### config.mk
export PLATFORM = sky130hd
export DESIGN_NAME = nec_bus_responder
export DESIGN_NICKNAME = d
export VERILOG_FILES = /design/src/rtl/nec_bus_pkg.sv /design/src/rtl/nec_bus_sync.sv /design/src/rtl/nec_bus_responder.sv
export SDC_FILE = /design/constraint.sdc
export NUM_CORES = 1
export LEC_CHECK = 0
export ABC_AREA = 1
export CORE_ASPECT_RATIO = 1.4
export CORE_MARGIN = 1.5
export CORE_UTILIZATION = 30
export CTS_CLUSTER_SIZE = 40
export DETAILED_ROUTE_END_ITERATION = 6
export SETUP_SLACK_MARGIN = 0.02
export SLEW_MARGIN = 20
export SYNTH_ARGS = -nofsm -noshare
export SYNTH_HDL_FRONTEND = slang
export SYNTH_SLANG_ARGS = --single-unit
### constraint.sdc
create_clock -name clk -period 3.2 [get_ports clk]
set_input_delay 0.32 -clock clk [delete_from_list [all_inputs] [get_ports clk]]
set_output_delay 0.32 -clock clk [all_outputs]
set_load 0.005 [all_outputs]
### src/rtl/nec_bus_pkg.sv
// Shared types and helpers for the NEC V30 bus responder.
package nec_bus_pkg;

   localparam int AD_W = 20;
   localparam int D_W  = 16;

   typedef enum logic [1:0] {
      IDLE = 2'd0,
      ADDR = 2'd1,
      REQ  = 2'd2,
      RESP = 2'd3
   } state_t;

   // Byte enables {hi, lo}: the high byte follows UBEn, the low byte follows A0.
   function automatic logic [1:0] be_from(input logic ube_n, input logic a0);
      return {~ube_n, ~a0};
   endfunction

endpackage

### src/rtl/nec_bus_sync.sv
// Input register stage for the NEC pins plus edge detection on the
// registered copies. The INTAK falling-edge output only exists when
// NEC_INTA_VECTOR_EN is defined.
module nec_bus_sync
   import nec_bus_pkg::*;
(
   input  logic            clk,
   input  logic            reset,
   input  logic [AD_W-1:0] pin_ad,
   input  logic            pin_astb,
   input  logic            pin_rd_n,
   input  logic            pin_wr_n,
   input  logic            pin_io_n,
   input  logic            pin_ube_n,
   input  logic            pin_intak_n,
   output logic [AD_W-1:0] ad,
   output logic            rd_n,
   output logic            wr_n,
   output logic            io_n,
   output logic            ube_n,
   output logic            intak_n,
   output logic            astb_rise,
   output logic            rd_fall,
   output logic            wr_fall
`ifdef NEC_INTA_VECTOR_EN
   ,
   output logic            intak_fall
`endif
);

   logic astb;
   logic astb_d;
   logic rd_n_d;
   logic wr_n_d;

   // Register every pin once, then keep a delayed copy of the strobes for edges.
   always_ff @(posedge clk) begin
      if (reset) begin
         ad      <= '0;
         astb    <= 1'b0;
         rd_n    <= 1'b1;
         wr_n    <= 1'b1;
         io_n    <= 1'b1;
         ube_n   <= 1'b1;
         intak_n <= 1'b1;
         astb_d  <= 1'b0;
         rd_n_d  <= 1'b1;
         wr_n_d  <= 1'b1;
      end else begin
         ad      <= pin_ad;
         astb    <= pin_astb;
         rd_n    <= pin_rd_n;
         wr_n    <= pin_wr_n;
         io_n    <= pin_io_n;
         ube_n   <= pin_ube_n;
         intak_n <= pin_intak_n;
         astb_d  <= astb;
         rd_n_d  <= rd_n;
         wr_n_d  <= wr_n;
      end
   end

   assign astb_rise = astb & ~astb_d;
   assign rd_fall   = ~rd_n & rd_n_d;
   assign wr_fall   = ~wr_n & wr_n_d;

`ifdef NEC_INTA_VECTOR_EN
   logic intak_n_d;

   // Delayed INTAK copy, only needed for the vector-return cycle.
   always_ff @(posedge clk) begin
      if (reset) intak_n_d <= 1'b1;
      else       intak_n_d <= intak_n;
   end

   assign intak_fall = ~intak_n & intak_n_d;
`endif

endmodule

### src/rtl/nec_bus_responder.sv
// Bus-slave responder for the NEC V30 pin interface.
// States:
//   state | meaning
//   IDLE  | no CPU cycle in progress, READY high
//   ADDR  | address latched, waiting for RDn/WRn (or INTAKn)
//   REQ   | bus_req outstanding, waiting for bus_ack or timeout
//   RESP  | request done, READY high, waiting for strobes to return high
// Optional feature macro: NEC_INTA_VECTOR_EN (INTAK returns int_vector on AD).
module nec_bus_responder
   import nec_bus_pkg::*;
#(
   parameter int             TIMEOUT_CYCLES = 1024,
   parameter logic [D_W-1:0] OPEN_BUS_DATA  = 16'hFFFF
)
(
   input  logic            clk,
   input  logic            reset,
   input  logic [AD_W-1:0] nec_ad_in,
   output logic [D_W-1:0]  nec_ad_out,
   output logic            nec_ad_oe,
   input  logic            nec_astb,
   input  logic            nec_rd_n,
   input  logic            nec_wr_n,
   input  logic            nec_io_n,
   input  logic            nec_ube_n,
   input  logic            nec_intak_n,
   output logic            nec_ready,
   output logic            bus_req,
   output logic [AD_W-1:0] bus_addr,
   output logic            bus_io,
   output logic            bus_we,
   output logic [1:0]      bus_be,
   output logic [D_W-1:0]  bus_wdata,
   input  logic            bus_ack,
   input  logic [D_W-1:0]  bus_rdata,
   output logic            bus_timeout,
   output logic            proto_err
`ifdef NEC_INTA_VECTOR_EN
   ,
   input  logic [7:0]      int_vector
`endif
);

   localparam int CNT_W = (TIMEOUT_CYCLES > 1) ? $clog2(TIMEOUT_CYCLES) : 1;
   localparam logic [CNT_W-1:0] CNT_LOAD = CNT_W'(TIMEOUT_CYCLES - 1);

   logic [AD_W-1:0] ad;
   logic            rd_n, wr_n, io_n, ube_n, intak_n;
   logic            astb_rise, rd_fall, wr_fall;
`ifdef NEC_INTA_VECTOR_EN
   logic            intak_fall;
`endif

   nec_bus_sync u_sync (
      .clk         (clk),
      .reset       (reset),
      .pin_ad      (nec_ad_in),
      .pin_astb    (nec_astb),
      .pin_rd_n    (nec_rd_n),
      .pin_wr_n    (nec_wr_n),
      .pin_io_n    (nec_io_n),
      .pin_ube_n   (nec_ube_n),
      .pin_intak_n (nec_intak_n),
      .ad          (ad),
      .rd_n        (rd_n),
      .wr_n        (wr_n),
      .io_n        (io_n),
      .ube_n       (ube_n),
      .intak_n     (intak_n),
      .astb_rise   (astb_rise),
      .rd_fall     (rd_fall),
      .wr_fall     (wr_fall)
`ifdef NEC_INTA_VECTOR_EN
      ,
      .intak_fall  (intak_fall)
`endif
   );

   state_t           state, state_nxt;
   logic [CNT_W-1:0] cnt, cnt_nxt;
   logic [AD_W-1:0]  addr_nxt;
   logic [D_W-1:0]   wdata_nxt, ad_out_nxt;
   logic [1:0]       be_nxt;
   logic             io_nxt, we_nxt, req_nxt, ready_nxt, oe_nxt, timeout_nxt, perr_nxt;
   logic             both_low, resp_done;

   assign both_low = ~rd_n & ~wr_n;
`ifdef NEC_INTA_VECTOR_EN
   assign resp_done = rd_n & wr_n & intak_n;
`else
   assign resp_done = rd_n & wr_n;
`endif

   // Next-state and next-output decode; a fresh ASTB always restarts the cycle.
   always_comb begin
      state_nxt   = state;
      cnt_nxt     = cnt;
      addr_nxt    = bus_addr;
      io_nxt      = bus_io;
      we_nxt      = bus_we;
      be_nxt      = bus_be;
      wdata_nxt   = bus_wdata;
      req_nxt     = bus_req;
      ready_nxt   = nec_ready;
      oe_nxt      = nec_ad_oe;
      ad_out_nxt  = nec_ad_out;
      timeout_nxt = 1'b0;
      perr_nxt    = 1'b0;
      if (state == REQ && cnt != '0) cnt_nxt = cnt - 1'b1;

      if (astb_rise) begin
         addr_nxt  = ad;
         io_nxt    = ~io_n;
         be_nxt    = be_from(ube_n, ad[0]);
         ready_nxt = 1'b0;
         req_nxt   = 1'b0;
         oe_nxt    = 1'b0;
         perr_nxt  = (state != IDLE);
         state_nxt = ADDR;
      end else begin
         case (state)
            ADDR: begin
`ifdef NEC_INTA_VECTOR_EN
               if (intak_fall) begin
                  ad_out_nxt = {8'h00, int_vector};
                  oe_nxt     = 1'b1;
                  ready_nxt  = 1'b1;
                  state_nxt  = RESP;
               end else
`else
               if (~intak_n) begin
                  ready_nxt = 1'b1;
                  state_nxt = IDLE;
               end else
`endif
               if (rd_fall || wr_fall) begin
                  // Both strobes low is a CPU protocol fault; serve it as a read.
                  we_nxt    = wr_fall & ~both_low;
                  if (wr_fall && !both_low) wdata_nxt = ad[D_W-1:0];
                  perr_nxt  = both_low;
                  req_nxt   = 1'b1;
                  cnt_nxt   = CNT_LOAD;
                  state_nxt = REQ;
               end
            end
            REQ: begin
               if (bus_ack) begin
                  req_nxt   = 1'b0;
                  ready_nxt = 1'b1;
                  if (!bus_we) begin
                     ad_out_nxt = bus_rdata;
                     oe_nxt     = 1'b1;
                  end
                  state_nxt = RESP;
               end else if (cnt == '0) begin
                  timeout_nxt = 1'b1;
                  req_nxt     = 1'b0;
                  ready_nxt   = 1'b1;
                  if (!bus_we) begin
                     ad_out_nxt = OPEN_BUS_DATA;
                     oe_nxt     = 1'b1;
                  end
                  state_nxt = RESP;
               end
            end
            RESP: begin
               if (resp_done) begin
                  oe_nxt    = 1'b0;
                  state_nxt = IDLE;
               end
            end
            default: ;
         endcase
      end
   end

   // State and output registers.
   always_ff @(posedge clk) begin
      if (reset) begin
         state       <= IDLE;
         cnt         <= '0;
         bus_addr    <= '0;
         bus_io      <= 1'b0;
         bus_we      <= 1'b0;
         bus_be      <= 2'b00;
         bus_wdata   <= '0;
         bus_req     <= 1'b0;
         nec_ready   <= 1'b1;
         nec_ad_oe   <= 1'b0;
         nec_ad_out  <= '0;
         bus_timeout <= 1'b0;
         proto_err   <= 1'b0;
      end else begin
         state       <= state_nxt;
         cnt         <= cnt_nxt;
         bus_addr    <= addr_nxt;
         bus_io      <= io_nxt;
         bus_we      <= we_nxt;
         bus_be      <= be_nxt;
         bus_wdata   <= wdata_nxt;
         bus_req     <= req_nxt;
         nec_ready   <= ready_nxt;
         nec_ad_oe   <= oe_nxt;
         nec_ad_out  <= ad_out_nxt;
         bus_timeout <= timeout_nxt;
         proto_err   <= perr_nxt;
      end
   end

endmodule

* Word level (Yosys, flattened, before mapping) *
Index checks and enable logic that the tools add are counted.

storage, ports and cells
  register bits = 102
  bits of input ports = 45
  word-level logic and storage cells = 113

cells by class
  $add $sub $neg = 1
  eq/ne operators = 14
  muxes and demuxes = 36
  bitwise gates (word level) = 15
  reduce and logical (&&, ||, !) cells = 23

operator list
  kind                     number
  $mux W16                 4
  $mux W10                 5
  $mux W1                  18
  $reduce_and A4 Y1        4
  $logic_not A10 Y1        1
  $mux W2                  5
  $reduce_and A5 Y1        2
  $reduce_bool A10 Y1      1
  $sub A10 B1 Y10 const B  1
  $ne A3 B3 Y1 const B     3
  $not A1 Y1               9
  $ne A2 B2 Y1 const B     4
  $reduce_bool A2 Y1       4
  $and A1 B1 Y1            6
  $pmux W1 S2              3
  $pmux W2 S3              1
  $reduce_and A3 Y1        2
  $reduce_bool A3 Y1       2
  $eq A2 B2 Y1 const B     2
  $ne A4 B3 Y1 const B     1
  $ne A4 B4 Y1 const B     1
  $reduce_bool A4 Y1       1
  $reduce_or A4 Y1         1
  $ne A3 B2 Y1 const B     1
  6 further kinds          7

* Logic depth before layout (Yosys ltp) *
Gate-level depths: netlist of run 1.

  depth after elaboration = 7
  gate-level depth with buffers = 11
  depth with buffers taken out = 11

* Cells and area by module *
A second synthesis of run 1 with hierarchy kept.

second synthesis, totals
  cells, all modules = 496
  area, all modules = 3,773.6 sq um

modules (own cells, without submodules)
  module             instances  cells an instance  area an instance (sq um)
  nec_bus_responder  1          401                2,937.8
  nec_bus_sync       1          95                 835.8

* Least setup slack after synthesis of run 1 *
No wires, ideal clock.

  path kind = flip-flop to flip-flop
  start point = register state[0]
  end point = register nec_ad_out[0]
  library setup time = 0.119 ns
  data arrival time = 1.373 ns
  setup slack = 1.709 ns
  cell stages (with the launch flop) = 9
  cell sequence = dfxtp_1 > inv_1 > ha_1 > inv_2 > nor2_2 > nand2_1 > a21oi_4 > buf_4 > a21oi_2

between the ends
  word-level cells in the longest chain between the ends = 2

ends and longest elaborated chain
  what                         RTL line                  RTL
  from (decl)                  nec_bus_responder.sv:79   state_t state, state_nxt;
  from (signal assigned)       nec_bus_responder.sv:194  state <= state_nxt;
  $eq A2 B2 Y1                 nec_bus_responder.sv:121  case (state)
  $reduce_and A5 Y1 (no line)  n/a
  to (signal assigned)         nec_bus_responder.sv:204  nec_ad_out <= ad_out_nxt;
  to (decl)                    nec_bus_responder.sv:19   output logic [D_W-1:0] nec_ad_out,

Every way passes these cells.
A chain may end at the register's enable or synchronous reset.

* Final worst setup path of run 1 *
  start point = register state[0]
  end point = register nec_ad_out[9]

The elaborated chain is that of the path after synthesis.

==> summary.md, run 1 <==
| Metric | Value |
|---|---|
| Yosys top cell area share | `0.524` |
| Syn-to-layout area delta | `37.6%` |
| Die height | `138 um` |
| FF-to-FF End | `nec_ad_out[9]` |
| Ys flop type | `dfxtp_1` |
| Minimum clock period | `2.22 ns` |
| Worst Hold Class | `flip-flop to flip-flop` |
| Hold Buf Count CTS | `0` |
| Maximum VDD drop | `a little over 0.0004 V` |
| Reg clk slew, reported paths | `roughly 0.070 ns` |
| Setup CP Type | `flip-flop to flip-flop` |
| Status | `completed` |
| Total Nets Final | `about 640` |
| Post-route ant nets | `0` |
| Worst slew pin tran | `between 0.8 and 0.9 ns` |
| Seq/Total Area, Yosys | `0.524` |
| CP Launch Type | `flip-flop` |
| Num ports | `roughly 110` |
| Setup_tns | `0 ns` |
| Vias in the first global route | `3249` |
| Die ar. | `approximately 14000 um2` |
| DRC viols | `0` |
| Post-Syn Area | `about 3900 um2` |
| Hold endpoint | `bus_be[1]` |
| Ys async rst share | `0` |
| CTS tree | `yes` |
| PostCTS Resize Cnt | `0` |
| Crit-path max FO | `32` |
| Max-cap viol count | `0` |
| P_leak | `2.26 nW` |
| Syn nets | `548` |
| 1st-iter DRT viols | `~120` |
| HP Start | `u_sync.ube_n` |
| Die width | `between 90 and 100 um` |
| Distinct cell type count after synthesis | `30` |
| Reg-to-reg startpoint | `state[0]` |
| Tot GR Track Use | `0.140` |
| Congestion Overflow GR | `0` |
| # rows | `49` |
| DR vias/cell | `~4.5` |
| Layout cell share with drive strength beyond 1 | `0.0903` |
| Clock buffer depth | `2` |
| Top cells by area, synth | `dfxtp_1 52%, nor2_1 12%, o21ai_0 6.0%` |
| Sink Count | `between 100 and 150` |
| Worst r2r path cells | `8` |
| Fmax | `roughly 0.45 GHz` |
| Max_slew headroom | `0.404` |
| WL final | `around 9.5 mm` |
| Total number of vias | `3400` |
| CP endpoint kind | `flip-flop` |
| CTS H-Tree Depth | `3` |
| Root Driver | `clkbuf_16` |
| Final setup violation count | `0` |
| Initial Utilization | `0.306` |
| Power Total | `4.02 mW` |
| RSZ-0062 raised after global routing | `false` |
| DR pass1 iterations | `4` |
| Final slew viol count | `0` |
| Cells after DPL | `735` |
| Initial antenna violation count | `0` |
| Drt wl/cell | `between 10 and 15 um` |
| Worst Path Required | `between 3 and 4 ns` |
| Yosys warnings | `0` |
| Reg2Reg Setup Slack | `just under 1 ns` |
| EDFF count, synth | `0` |
| Final Cycle Share | `0.692` |
| Number of hold violations in the final report | `0` |
| Port-buffer cells | `105` |
| Synth area leader | `dfxtp_1` |
| GP Congestion | `about 0.77` |
| Core area | `between 10000 and 15000 um2` |
| First-pass GRT wire length | `15.2 mm` |
| DP HPWL | `slightly below 7 mm` |
| Hold Path Depth | `1` |
| Placed cell areas | `just over 5000 um2` |
| Syn Inst Count | `between 400 and 500` |
| N_diodes | `0` |
| CTS Buf Count | `9` |
| Power Dens Cells | `about 750 nW/um2` |
| FF+latch count, synth | `roughly 100` |
| Skew final | `0.00876 ns` |
| Critical Path AT | `between 2 and 2.5 ns` |
| Mean post-synth cell area | `about 7.8 um2` |
| Core Util, Final | `0.421` |
| Final Cell Area | `~5400 um2` |
| Largest net degree at the start of global routing | `37` |
| Final cell count without fillers | `751` |
| Postcts setup bufs | `0` |
| Worst-skew pair later-pin latency | `0.34 ns` |
## through the flow
stage	hold slack (ns)	setup WS, ns
after detailed placement	0.408	0.999
after CTS	0.413	0.989
after global routing	0.422	0.763
after floorplan	0.383	1.71
after global placement	0.386	1.04
final	0.417	0.985
## layer usage
layer	GRT usage	part of all wire
met1	0.154	0.42
met4	0.0563	0.019
met3	0.0323	0.043
met5	0	0
met2	0.258	0.52
## registers in the layout (all words and copies together), names as in the netlist, 2 cells and up
signal and cells:
state 2, bus_addr 20, nec_ad_out 16, bus_be 2
cnt 10, bus_wdata 16, u_sync.ad 20
## power breakdown
part           total [mW]  leakage, nW  switching (mW)  internal (mW)
clock                1.10        0.150           0.481          0.621
combinational        1.34         1.28           0.771          0.574
sequential           1.58        0.837           0.118           1.46
## cell usage after synthesis, types with 13 or more instances
cell,n
inv_1,55
nand2_1,40
o21ai_0,47
clkbuf_1,14
dfxtp_1,102
nand3_1,20
o21ai_1,14
nor2_1,124
a21oi_1,15
a21oi_2,13
## logic make-up after synthesis
kind of cell / Yosys count / synth area share
AO/OA/AOI/OAI: 94 / 0.139
buffers and inverters: 84 / 0.0876
AND/OR/NAND/NOR: 211 / 0.230
adder cells (fa/ha/maj): 6 / 0.0193
flip-flops: 102 / 0.524
## layout by cell type (no fill, tap or decap), types with 13 or more instances in the layout
cell             count
dfxtp_1            102
inv_1               54
nand3_1             20
nor2_1             124
o21ai_0             47
nand2_1             40
a21oi_2             13
clkdlybuf4s50_1    105
o21ai_1             14
a21oi_1             15
## worst max-delay path, stage by stage (launching register included)
cell	delay (ns)
dfxtp_1	0.34
inv_1	0.14
ha_1	0.34
inv_2	0.12
nor2_2	0.12
nand2_1	0.09
a21oi_4	0.70
o21ai_0	0.15
a21oi_1	0.15
## layout make-up
| class | count | area, um2 |
|---|---|---|
| fillers | 1307 | 7390 |
| flip-flops and latches | 102 | 2040 |
| multi-input cells | 311 | 1520 |
| repair buffers | 107 | 1080 |
| inverters | 62 | 233 |
| clock buffers | 10 | 229 |
| well taps | 153 | 191 |
| clock inverters | 6 | 76.3 |
## worst max-delay path by stage
| stage | start | endpoint | slack [ns] | depth (start not counted) |
|---|---|---|---|---|
| global placement | reset | proto_err | 1.04 | 5 |
| CTS | state[0] | nec_ad_out[9] | 0.99 | 8 |
| floorplan | state[0] | nec_ad_out[0] | 1.71 | 8 |
| detailed placement | reset | proto_err | 1.0 | 5 |
| global route | state[0] | nec_ad_out[9] | 0.76 | 8 |
| finish | state[0] | nec_ad_out[9] | 0.98 | 8 |
(Power assumes the default switching activity.)
==> run 2: changes to the inputs <==
==> constraint.sdc (replaced) <==
create_clock -name clk -period 1.9 [get_ports clk]
set_input_delay 0.19 -clock clk [delete_from_list [all_inputs] [get_ports clk]]
set_output_delay 0.19 -clock clk [all_outputs]
set_load 0.005 [all_outputs]
==> summary.md, run 2 (same netlist as run 1, synthesis figures left out) <==
| Metric | Value |
|---|---|
| Status | `completed` |
| Biggest regs | `bus_addr: 20 flops, u_sync.ad: 20 flops` |
| 1st-iter DRT viols | `100` |
| CTS Buf Count | `9` |
| Worst slew pin tran | `between 0.4 and 0.5 ns` |
| Congestion Overflow GR | `0` |
| Worst Hold Class | `input port to flip-flop` |
| Clock buffer depth | `2` |
| Die height | `138 um` |
| Die width | `slightly below 100 um` |
| GP Congestion | `about 0.79` |
| DP HPWL | `~6.9 mm` |
| Worst-skew pair later-pin latency | `around 0.35 ns` |
| Post-route ant nets | `0` |
| Slowest CP cell | `dfxtp_1` |
| Core Util, Final | `0.428` |
| Worst Path Required | `between 2 and 2.5 ns` |
| PostCTS Resize Cnt | `0` |
| # rows | `about 50` |
| Register area | `slightly above 2000 um2` |
| Tot GR Track Use | `0.143` |
| Vias in the first global route | `~3300` |
| P_leak | `2.31 nW` |
| Initial Utilization | `0.306` |
| CTS tree | `yes` |
| Maximum VDD drop | `between 0.0006 and 0.0007 V` |
| Critical Path AT | `1.96 ns` |
| Crit-path max cell delay | `roughly 0.34 ns` |
| CP Launch Type | `flip-flop` |
| DRC viols | `0` |
| Cells along the critical path | `inv_1 > ha_2 > inv_2 > nor2_2 > nand2_1 > a21oi_4 > buf_12 > o21ai_0 > a21oi_1` |
| WL final | `around 9.6 mm` |
| Core area | `approximately 13000 um2` |
| N_diodes | `0` |
| Commonest non-fill, non-tap cell in the layout | `nor2_1` |
| Multi-input gate area | `approximately 1500 um2` |
| DR vias/cell | `4.59` |
| CP top delay family | `buffers and inverters` |
| Final Cycle Share | `0.885` |
| Total number of vias | `3482` |
| Final setup violation count | `0` |
| CP endpoint kind | `flip-flop` |
| First-pass GRT wire length | `between 15 and 20 mm` |
| Num ports | `roughly 110` |
| Max-cap viol count | `0` |
| Setup_tns | `0 ns` |
| Minimum clock period | `1.68 ns` |
| Postcts setup bufs | `0` |
| Final slew viol count | `0` |
| Reg clk slew, reported paths | `roughly 0.070 ns` |
| Power Dens Cells | `1260 nW/um2` |
| Number of hold violations in the final report | `0` |
| Skew final | `between 0.006 and 0.007 ns` |
| Initial antenna violation count | `0` |
| Syn-to-layout area delta | `40.1%` |
| Crit-path max FO | `32` |
| Root Driver | `clkbuf_16` |
| Crit path buffers/inverters | `3` |
| Commonest cells after routing, fill and taps aside | `124 x nor2_1, 105 x clkdlybuf4s50_1, 102 x dfxtp_1` |
| RSZ-0062 raised after global routing | `false` |
| Fmax | `~0.59 GHz` |
| Total Nets Final | `around 650` |
| Hold Buf Count CTS | `0` |
| CTS H-Tree Depth | `3` |
| Largest net degree at the start of global routing | `61` |
| Setup CP Type | `flip-flop to flip-flop` |
| Max_slew headroom | `0.716` |
| Die ar. | `roughly 14000 um2` |
| Power Total | `approximately 7 mW` |
| Fillers | `1269` |
| Layout cell share with drive strength beyond 1 | `0.106` |
| DR pass1 iterations | `4` |
| Sink Count | `around 100` |
| Port-buffer cells | `105` |
| Drt wl/cell | `between 10 and 15 um` |
run 2: changes by cell type in the layout (fill, tap and decap cells not counted), sizes merged:
cell and delta:
buf +8, clkinv -1, clkinvlp +1
run 2: per-layer routing:
layer  routed length (um)  global-route usage
met5                    0                   0
met4                  227              0.0696
met3                  478              0.0373
met2                 4830               0.247
met1                 4050               0.164
run 2: per-stage QoR:
| stage | hold slack [ns] | cell area [um2] | instances | setup WS, ns |
|---|---|---|---|---|
| after global placement | 0.388 | 5140 | 743 | 0.136 |
| after CTS | 0.340 | 5460 | 759 | 0.126 |
| after global routing | 0.355 | 5460 | 759 | 0.0248 |
| after floorplan | 0.267 | 3900 | 497 | 0.409 |
| after detailed placement | 0.391 | 5140 | 743 | 0.148 |
| final | 0.355 | 5460 | 759 | 0.218 |
run 2: worst register-to-register path, delay by kind of cell, from the launching register on:
kind | cells | cell delay, ns
DFF | 1 | 0.34
buffers and inverters | 3 | 0.43
and+or+nand+nor | 2 | 0.19
AOI/OAI and AO/OA | 3 | 0.36
adders and majority gates | 1 | 0.29
run 2: worst paths after layout:
check               startpoint             end  slack, ns  cells past startpoint
setup / recovery      state[0]  nec_ad_out[10]       0.22                      9
hold / removal    nec_ad_in[6]    u_sync.ad[6]       0.35                      3
hold reg to reg    u_sync.io_n          bus_io       0.40                      1
setup reg to reg      state[0]  nec_ad_out[10]       0.22                      9
run 2: final cells by class:
cell class              instances  share of cell area
well taps                     153              0.0351
clock buffers                  10              0.0438
inverters                      62              0.0426
multi-input cells             311               0.278
clock inverters                 6              0.0137
flip-flops and latches        102               0.374
repair buffers                115               0.213
run 2: report_power, final:
group | leakage [nW] | switching [mW] | internal, mW
Clock | 0.152 | 0.841 | 1.08
Combinational | 1.32 | 1.30 | 1.01
Sequential | 0.837 | 0.199 | 2.46
Total | 2.31 | 2.34 | 4.54
